<file path="src/rtl/id_decode_stage.sv">
// id_decode_stage: MIPS-style instruction decode stage.
// Holds the 32 x 32 register file with write-through bypass, decodes the
// opcode into WB/M/EX control groups and registers everything into the ID/EX
// pipeline latch every cycle.
// Optional feature macro: LOAD_USE_STALL_EN
//   defined   -> load-use hazard detection drives 'stall' and inserts a bubble
//   undefined -> 'stall' is tied low and no hazard logic is built
module id_decode_stage #(
    parameter logic [31:0] RF_INIT = 32'h0000_0000
) (
    input  logic        clk,
    input  logic        rst_n,
    input  logic [31:0] IF_ID_INSTR,
    input  logic [31:0] IF_ID_NPC,
    input  logic        flush,
    input  logic        MEM_WB_RegWrite,
    input  logic [4:0]  MEM_WB_WriteReg,
    input  logic [31:0] MEM_WB_WriteData,
    output logic        stall,
    output logic [1:0]  ID_EX_WB,
    output logic [2:0]  ID_EX_M,
    output logic [3:0]  ID_EX_EX,
    output logic [31:0] ID_EX_NPC,
    output logic [31:0] ID_EX_RD1,
    output logic [31:0] ID_EX_RD2,
    output logic [31:0] ID_EX_IMM,
    output logic [4:0]  ID_EX_RT,
    output logic [4:0]  ID_EX_RD
);

    localparam logic [5:0] OP_RTYPE = 6'b000000;
    localparam logic [5:0] OP_LW    = 6'b100011;
    localparam logic [5:0] OP_SW    = 6'b101011;
    localparam logic [5:0] OP_BEQ   = 6'b000100;

    // Control word layout: {WB[1:0], M[2:0], EX[3:0]}
    function automatic logic [8:0] decode_ctrl(input logic [5:0] op);
        logic [8:0] ctl;
        case (op)
            OP_RTYPE: ctl = {2'b10, 3'b000, 4'b1100};
            OP_LW:    ctl = {2'b11, 3'b010, 4'b0001};
            OP_SW:    ctl = {2'b00, 3'b001, 4'b0001};
            OP_BEQ:   ctl = {2'b00, 3'b100, 4'b0010};
            default:  ctl = 9'd0;
        endcase
        return ctl;
    endfunction

    logic [31:0] r_rf [0:31];
    logic [1:0]  r_wb;
    logic [2:0]  r_m;
    logic [3:0]  r_ex;
    logic [31:0] r_npc;
    logic [31:0] r_rd1;
    logic [31:0] r_rd2;
    logic [31:0] r_imm;
    logic [4:0]  r_rt;
    logic [4:0]  r_rd;

    logic [4:0]  w_rs_idx;
    logic [4:0]  w_rt_idx;
    logic [31:0] w_rd1;
    logic [31:0] w_rd2;
    logic [8:0]  w_dec;
    logic [8:0]  w_ctl;
    logic [31:0] w_imm;
    logic        w_stall;
    logic        w_wr_en;

    assign w_rs_idx = IF_ID_INSTR[25:21];
    assign w_rt_idx = IF_ID_INSTR[20:16];
    assign w_dec    = decode_ctrl(IF_ID_INSTR[31:26]);
    assign w_imm    = {{16{IF_ID_INSTR[15]}}, IF_ID_INSTR[15:0]};
    assign w_wr_en  = MEM_WB_RegWrite && (MEM_WB_WriteReg != 5'd0);

    // Register file: r0 stays zero, r1..r31 reset to RF_INIT; writes ignore stall/flush
    always_ff @(posedge clk or negedge rst_n) begin
        if (!rst_n) begin
            r_rf[0] <= 32'd0;
            for (int i = 1; i < 32; i++) begin
                r_rf[i] <= RF_INIT;
            end
        end else begin
            r_rf[0] <= 32'd0;
            for (int i = 1; i < 32; i++) begin
                if (w_wr_en && (MEM_WB_WriteReg == 5'(i))) begin
                    r_rf[i] <= MEM_WB_WriteData;
                end else begin
                    r_rf[i] <= r_rf[i];
                end
            end
        end
    end

    // rs read port: r0 reads zero, same-cycle writeback bypasses the array
    always_comb begin
        w_rd1 = 32'd0;
        if (w_rs_idx == 5'd0) begin
            w_rd1 = 32'd0;
        end else if (w_wr_en && (MEM_WB_WriteReg == w_rs_idx)) begin
            w_rd1 = MEM_WB_WriteData;
        end else begin
            w_rd1 = r_rf[w_rs_idx];
        end
    end

    // rt read port: same rules as the rs port
    always_comb begin
        w_rd2 = 32'd0;
        if (w_rt_idx == 5'd0) begin
            w_rd2 = 32'd0;
        end else if (w_wr_en && (MEM_WB_WriteReg == w_rt_idx)) begin
            w_rd2 = MEM_WB_WriteData;
        end else begin
            w_rd2 = r_rf[w_rt_idx];
        end
    end

`ifdef LOAD_USE_STALL_EN
    // Load-use hazard: the load now in ID/EX targets a register this instruction reads.
    // Reset clears r_m asynchronously, so a pending stall drops immediately.
    always_comb begin
        w_stall = 1'b0;
        if (r_m[1] && (r_rt != 5'd0) && ((r_rt == w_rs_idx) || (r_rt == w_rt_idx))) begin
            w_stall = 1'b1;
        end else begin
            w_stall = 1'b0;
        end
    end

    // Control selection: flush wins, then a stall bubble, else the decoded controls
    always_comb begin
        w_ctl = 9'd0;
        if (flush) begin
            w_ctl = 9'd0;
        end else if (w_stall) begin
            w_ctl = 9'd0;
        end else begin
            w_ctl = w_dec;
        end
    end
`else
    assign w_stall = 1'b0;

    // Control selection: flush squashes, otherwise the decoded controls pass through
    always_comb begin
        w_ctl = 9'd0;
        if (flush) begin
            w_ctl = 9'd0;
        end else begin
            w_ctl = w_dec;
        end
    end
`endif

    assign stall = w_stall;

    // ID/EX pipeline latch: loads every cycle; data fields are never squashed
    always_ff @(posedge clk or negedge rst_n) begin
        if (!rst_n) begin
            r_wb  <= 2'd0;
            r_m   <= 3'd0;
            r_ex  <= 4'd0;
            r_npc <= 32'd0;
            r_rd1 <= 32'd0;
            r_rd2 <= 32'd0;
            r_imm <= 32'd0;
            r_rt  <= 5'd0;
            r_rd  <= 5'd0;
        end else begin
            r_wb  <= w_ctl[8:7];
            r_m   <= w_ctl[6:4];
            r_ex  <= w_ctl[3:0];
            r_npc <= IF_ID_NPC;
            r_rd1 <= w_rd1;
            r_rd2 <= w_rd2;
            r_imm <= w_imm;
            r_rt  <= IF_ID_INSTR[20:16];
            r_rd  <= IF_ID_INSTR[15:11];
        end
    end

    assign ID_EX_WB  = r_wb;
    assign ID_EX_M   = r_m;
    assign ID_EX_EX  = r_ex;
    assign ID_EX_NPC = r_npc;
    assign ID_EX_RD1 = r_rd1;
    assign ID_EX_RD2 = r_rd2;
    assign ID_EX_IMM = r_imm;
    assign ID_EX_RT  = r_rt;
    assign ID_EX_RD  = r_rd;

endmodule
</file>
<file path="config.mk">
export PLATFORM = sky130hd
export DESIGN_NAME = id_decode_stage
export DESIGN_NICKNAME = d
export VERILOG_FILES = /design/src/rtl/id_decode_stage.sv
export SDC_FILE = /design/constraint.sdc
export NUM_CORES = 2
export LEC_CHECK = 0
export CAP_MARGIN = 0
export CORE_MARGIN = 10
export CORE_UTILIZATION = 55
export DETAILED_ROUTE_END_ITERATION = 8
export DONT_BUFFER_PORTS = 1
export HOLD_SLACK_MARGIN = 0.15
export PLACE_DENSITY = 0.7
export SLEW_MARGIN = 20
export SYNTH_ARGS = -nofsm -noshare
export SYNTH_HDL_FRONTEND = slang
export SYNTH_SLANG_ARGS = --single-unit
</file>
<file path="constraint.sdc">
create_clock -name clk -period 2.9 [get_ports clk]
set_clock_uncertainty 0.1 [all_clocks]
set_input_delay 0.58 -clock clk [delete_from_list [all_inputs] [get_ports clk]]
set_output_delay 0.58 -clock clk [all_outputs]
set_load 0.05 [all_outputs]
</file>
After elaboration in Yosys (flattened, before gate mapping)
Index checks and enable logic that the tools add are counted.
Operators by class
  $lt $le $gt $ge: 2
  eq/ne operators: 36
  mux-type cells: 12
  bitwise logic cells: 2
  reductions and logical operators: 38
Operators by type and width (number)
  binary-select mux 32 bit (select 5 bit): 2
  2-to-1 mux 32 bit: 8
  equality test 5 bit, second input constant: 16
  equality test 5 x 4 -> 1 bit, second input constant: 8
  case mux 9 bit (4 select lines): 1
  logical AND 1 bit: 34
  equality test 5 x 3 -> 1 bit, second input constant: 4
  equality test 6 bit, second input constant: 2
  >= comparator 6 bit, second input constant: 2
  NOT 5 -> 6 bit: 2
  equality test 5 x 2 -> 1 bit, second input constant: 2
  equality test 5 bit: 2
  zero test 5 bit: 2
  2-to-1 mux 9 bit: 1
  equality test 6 x 3 -> 1 bit, second input constant: 1
  zero test 6 bit: 1
  equality test 5 x 1 -> 1 bit, second input constant: 1
  nonzero test 5 bit: 1
Word-level totals
  flip-flop bits (word level): 1123
  bits of input ports: 105
  output and inout bits: 148
  logic and storage cells: 130

Longest topological paths before layout
  depth after elaboration: 6
  mapped depth: 9
  gate-level depth less buffers: 5

Worst setup path before layout
OpenSTA, ideal clock, no wires.
  path kind: in2reg
  start: input IF_ID_INSTR[16]
  end: register r_rd2[15] (netlist: ID_EX_RD2[15])
  library setup time: 0.134 ns
  arrival: 2.073 ns
  slack: 0.593 ns
  cell stages on the path: 6
  path buffers: 3
  cells stage by stage: buf_6 -> buf_6 -> buf_2 -> mux4_2 -> a221oi_1 -> a31oi_1
Between the ends
  longest elaborated chain between the ends: 6
  elaborated cells on any way between the ends: 9
Ends and longest elaborated chain
  start: declaration: line 13  | input logic [31:0] IF_ID_INSTR,
  NOT 5 -> 6 bit (not written as such): line 115  | w_rd2 = r_rf[w_rt_idx];
  binary-select mux 32 bit (select 5 bit): line 115
  2-to-1 mux 32 bit (not written as such) (2 in a row): line 115
  2-to-1 mux 32 bit: line 112  | end else if (w_wr_en && (MEM_WB_WriteReg == w_rt_idx)) begin
  2-to-1 mux 32 bit *: line 110  | if (w_rt_idx == 5'd0) begin
  via w_rd2[15]: line 63  | logic [31:0] w_rd2;
  end signal: assignment: line 176  | r_rd2 <= w_rd2;
  end: declaration: line 55  | logic [31:0] r_rd2;
The timed path passes the listed nets; every way through them passes the cells marked *. The select of a mux whose other input is x is not followed.
A chain may end at the register's enable or synchronous reset.

Worst setup path after layout
  start: input IF_ID_INSTR[21]
  end: register r_rd1[21] (netlist: ID_EX_RD1[21])
Between the ends
  longest elaborated chain between the ends: 6
  elaborated cells on any way between the ends: 9
Ends and longest elaborated chain
  NOT 5 -> 6 bit (not written as such): line 103  | w_rd1 = r_rf[w_rs_idx];
  binary-select mux 32 bit (select 5 bit): line 103
  2-to-1 mux 32 bit (not written as such) (2 in a row): line 103
  2-to-1 mux 32 bit: line 100  | end else if (w_wr_en && (MEM_WB_WriteReg == w_rs_idx)) begin
  2-to-1 mux 32 bit *: line 98  | if (w_rs_idx == 5'd0) begin
  via w_rd1[21]: line 62  | logic [31:0] w_rd1;
  end signal: assignment: line 175  | r_rd1 <= w_rd1;
  end: declaration: line 54  | logic [31:0] r_rd1;
Marks and branches as above.

==> run summary <==
Hold Fails Final Rpt: 419
Hold/Removal Path Class: in -> async
Register bit total from synthesis: 1,115
Yosys cell types: 58
CTS hold repair buffers: 121
Critical R2R Capture: ID_EX_RD1[21]
Post-synthesis mux area share: 39.5%
Row count: 117
Area delta synth->final: 11.2%
Die Area: 0.117 sq mm
Synth Area in XOR/XNOR: 0.154%
TritonCTS Sinks: 1,115
Drt first-iter violations: 4,155
# setup viols final: 0
Drt via density: 7.00
Synth Flop Type: dfrtp_1
Compound-cell area share of the yosys netlist: 5.06%
Worst-path fanout max: 254
All-layer global routing usage: 29.4%
Worst Path Class, Setup: in -> reg
Routed vias: 36,300
Max frequency: 375 MHz
Pint: 33.0 mW
Clk pwr share: 35.3%
Register area share after synthesis: 49.0%
Leak pwr: 26.9 nW
Clock Latency Late Sink: 730 ps
Max_cap viols: 0
Gate Count Post-Synth: 3,800
Number of H-tree levels: 3
Syn avg cell area: 15.0 sq um
Vias in the first global route: 37,100
Startpoint Class: input pin
Status: finished with violations
Worst-Margin Slew: 1250 ps
P_sw: 12.4 mW
Post-CTS setup buffers: 0
Worst reg2reg startpoint: r_rf[533]
Post-Syn Area: 0.0569 sq mm
Antenna Nets Post-Route: 0
Layout Cells excl Fill: 5,192
RSZ-0062 raised after global routing: false
Power Density: 717 mW/mm^2
Die width: 342 microns
Combinational share of power: 17.4%
Final worst slack: 234 ps
Num CTS Buffers: 119
Max IR drop VDD: 612 uV
Die height: 342 microns
PnR Total Power: 45.4 mW
CP required: 3440 ps
Failing checks: hold timing
Syn. warnings: 0
Place WS: 182 ps
First drt pass iteration count: 5
Slew Viols, Final: 0
Final Cycle Share: 91.9%
Fin nets: 3,826
Met2 Track Usage GR: 44.8%
Share of layout cells above drive strength 1: 49.4%
Met3 usage: 7.54%
Core box area: 0.102 sq mm
WHS: -550 ps
Async set-reset flop share out of synthesis: 100%
Worst EP arrival: 3210 ps
Setup tns final: 0 ps
CTS clk-pin slew, worst paths: 60 ps
Post-synthesis adder-cell area fraction: 0%
Main combinational cell family by area after synthesis: multiplexers
Syn nets: 3,905
Longest Clk Path Bufs: 3
Min cycle time layout: 2670 ps
Gpl congestion: 0.809
Initial Util: 55.6%
EDFF count, synth: 0
Reg power frac: 47.3%
I/O Buffers: 0
Met1 capacity usage during global routing: 41.4%
R2R Setup Slk: 650 ps
DR WL/cell: 33.6 microns
Max transition margin: 16.5%
IO Count: 253
First-pass GRT wire length: 256,000 microns
R2R depth: 6
Post-DP HPWL: 93,700 microns
CTS tree: built
CP endpoint kind: flop
Initial antenna violation count: 4
Final wirelength: 174,000 microns
Final global-route overflow total: 0
Sw Share: 27.3%
Drt drc: 0
Root Buffer: clkbuf_16
Simple-gate share of the synthesized area: 2.31%
GRT Max-Usage Layer: met2
DP Cell Count: 4,841
Largest net degree at the start of global routing: 1,116
==> state kept, by name, indices dropped and copies added (netlist names) <==
| name | count |
|---|---|
| ID_EX_RT | 5 |
| ID_EX_M | 2 |
| ID_EX_RD2 | 32 |
| ID_EX_IMM | 12 |
| ID_EX_RD1 | 32 |
| ID_EX_WB | 1 |
| ID_EX_EX | 3 |
| ID_EX_NPC | 32 |
| ID_EX_RD | 4 |
| r_rf | 992 |
==> per-stage QoR <==
step | util (%) | instance area [sq um]
after detailed placement | 56.4 | 57800
after global placement | 56.4 | 57800
final | 61.9 | 63300
after floorplan | - | 56900
after CTS | 61.8 | 63200
after global routing | 61.9 | 63300
==> routing by layer <==
| layer | wire length (microns) | part of all wire [%] |
|---|---|---|
| met4 | 5700 | 3.3 |
| met1 | 71800 | 41 |
| met5 | 31 | 0.018 |
| met2 | 80100 | 46 |
| met3 | 16700 | 9.6 |
==> worst max-delay path, stage by stage <==
cell	delay [ps]
nor2b_4	560
buf_4	300
buf_4	150
a22oi_1	80
a2111oi_0	490
a21oi_1	70
dlygate4sd3_1	580
a21oi_1	140
==> Yosys cell counts, drive strengths merged (2+ instances only) <==
cell,n,area share (%)
a2111oi,27,0.42
nor3,26,0.24
mux2i,38,0.67
nand2,40,0.26
nor2,105,0.69
clkbuf,147,0.97
nor2b,34,0.38
buf,277,3.0
nand3,2,0.018
nand2b,9,0.099
and2,3,0.033
a221oi,36,0.56
or2,4,0.044
a31oi,10,0.11
o31ai,13,0.17
xnor2,7,0.11
a211oi,11,0.15
inv,3,0.020
o32ai,5,0.077
nand4b,4,0.062
dfrtp,1115,49
a21oi,91,0.80
mux2,1083,21
a22oi,121,1.6
nor3b,5,0.10
a22o,18,0.28
mux4,440,17
nand4,2,0.022
and3,14,0.15
nor4,13,0.15
xor2,3,0.046
o21ai,48,0.42
o22ai,35,0.38
==> worst max path at each step <==
| stage | cells after the start | slack, ps | start | endpoint |
|---|---|---|---|---|
| CTS | 1 | 230 | ID_EX_IMM[15] | ID_EX_IMM[28] |
| finish | 8 | 230 | IF_ID_INSTR[21] | ID_EX_RD1[21] |
| global placement | 5 | 190 | IF_ID_INSTR[16] | ID_EX_RD2[11] |
| global route | 3 | 60 | rst_n | ID_EX_IMM[5] |
| floorplan | 6 | 590 | IF_ID_INSTR[16] | ID_EX_RD2[15] |
| detailed placement | 5 | 180 | IF_ID_INSTR[16] | ID_EX_RD2[11] |
==> layout by cell type (no fill, tap or decap), types with 28 or more instances in the layout <==
cell	instances
nor2b_1	29
mux4_2	440
a221oi_1	35
mux2_2	1066
dfrtp_1	1114
dlygate4sd3_1	92
mux2i_1	38
a22oi_1	121
clkbuf_16	121
nand2_1	28
o21ai_0	46
buf_12	38
buf_4	69
a21oi_1	91
o22ai_1	35
clkbuf_1	32
nor2_1	87
==> kinds of logic after synthesis <==
group | count (synthesis)
buffers and inverters | 427
other | 1
XOR/XNOR | 10
AO/OA/AOI/OAI | 421
multiplexers | 1561
AND/OR/NAND/NOR | 265
flip-flops | 1115
==> power by group through the flow <==
stage               Clock (mW)  Combinational [mW]  Sequential (mW)
floorplan                    0                6.52             20.8
global route              16.8                8.44             21.8
global placement             0                6.91             21.5
detailed placement           0                7.10             21.7
CTS                       16.2                7.55             21.4
finish                    16.0                7.91             21.5
==> timing repair <==
item,CTS,global route
setup endpoints to repair,0,0
hold endpoints to repair,2230,419
resized for setup,0,0
==> layout make-up <==
type	count	area, sq um
well taps	1368	1710
diodes	2	5.00
clock buffers	180	3520
inverters	3	11.3
fillers	7581	39000
flip-flops and latches	1115	27900
repair buffers	224	2500
multi-input cells	2258	27000
clock inverters	42	599
Note: power is estimated with default switching activity, not from simulation.
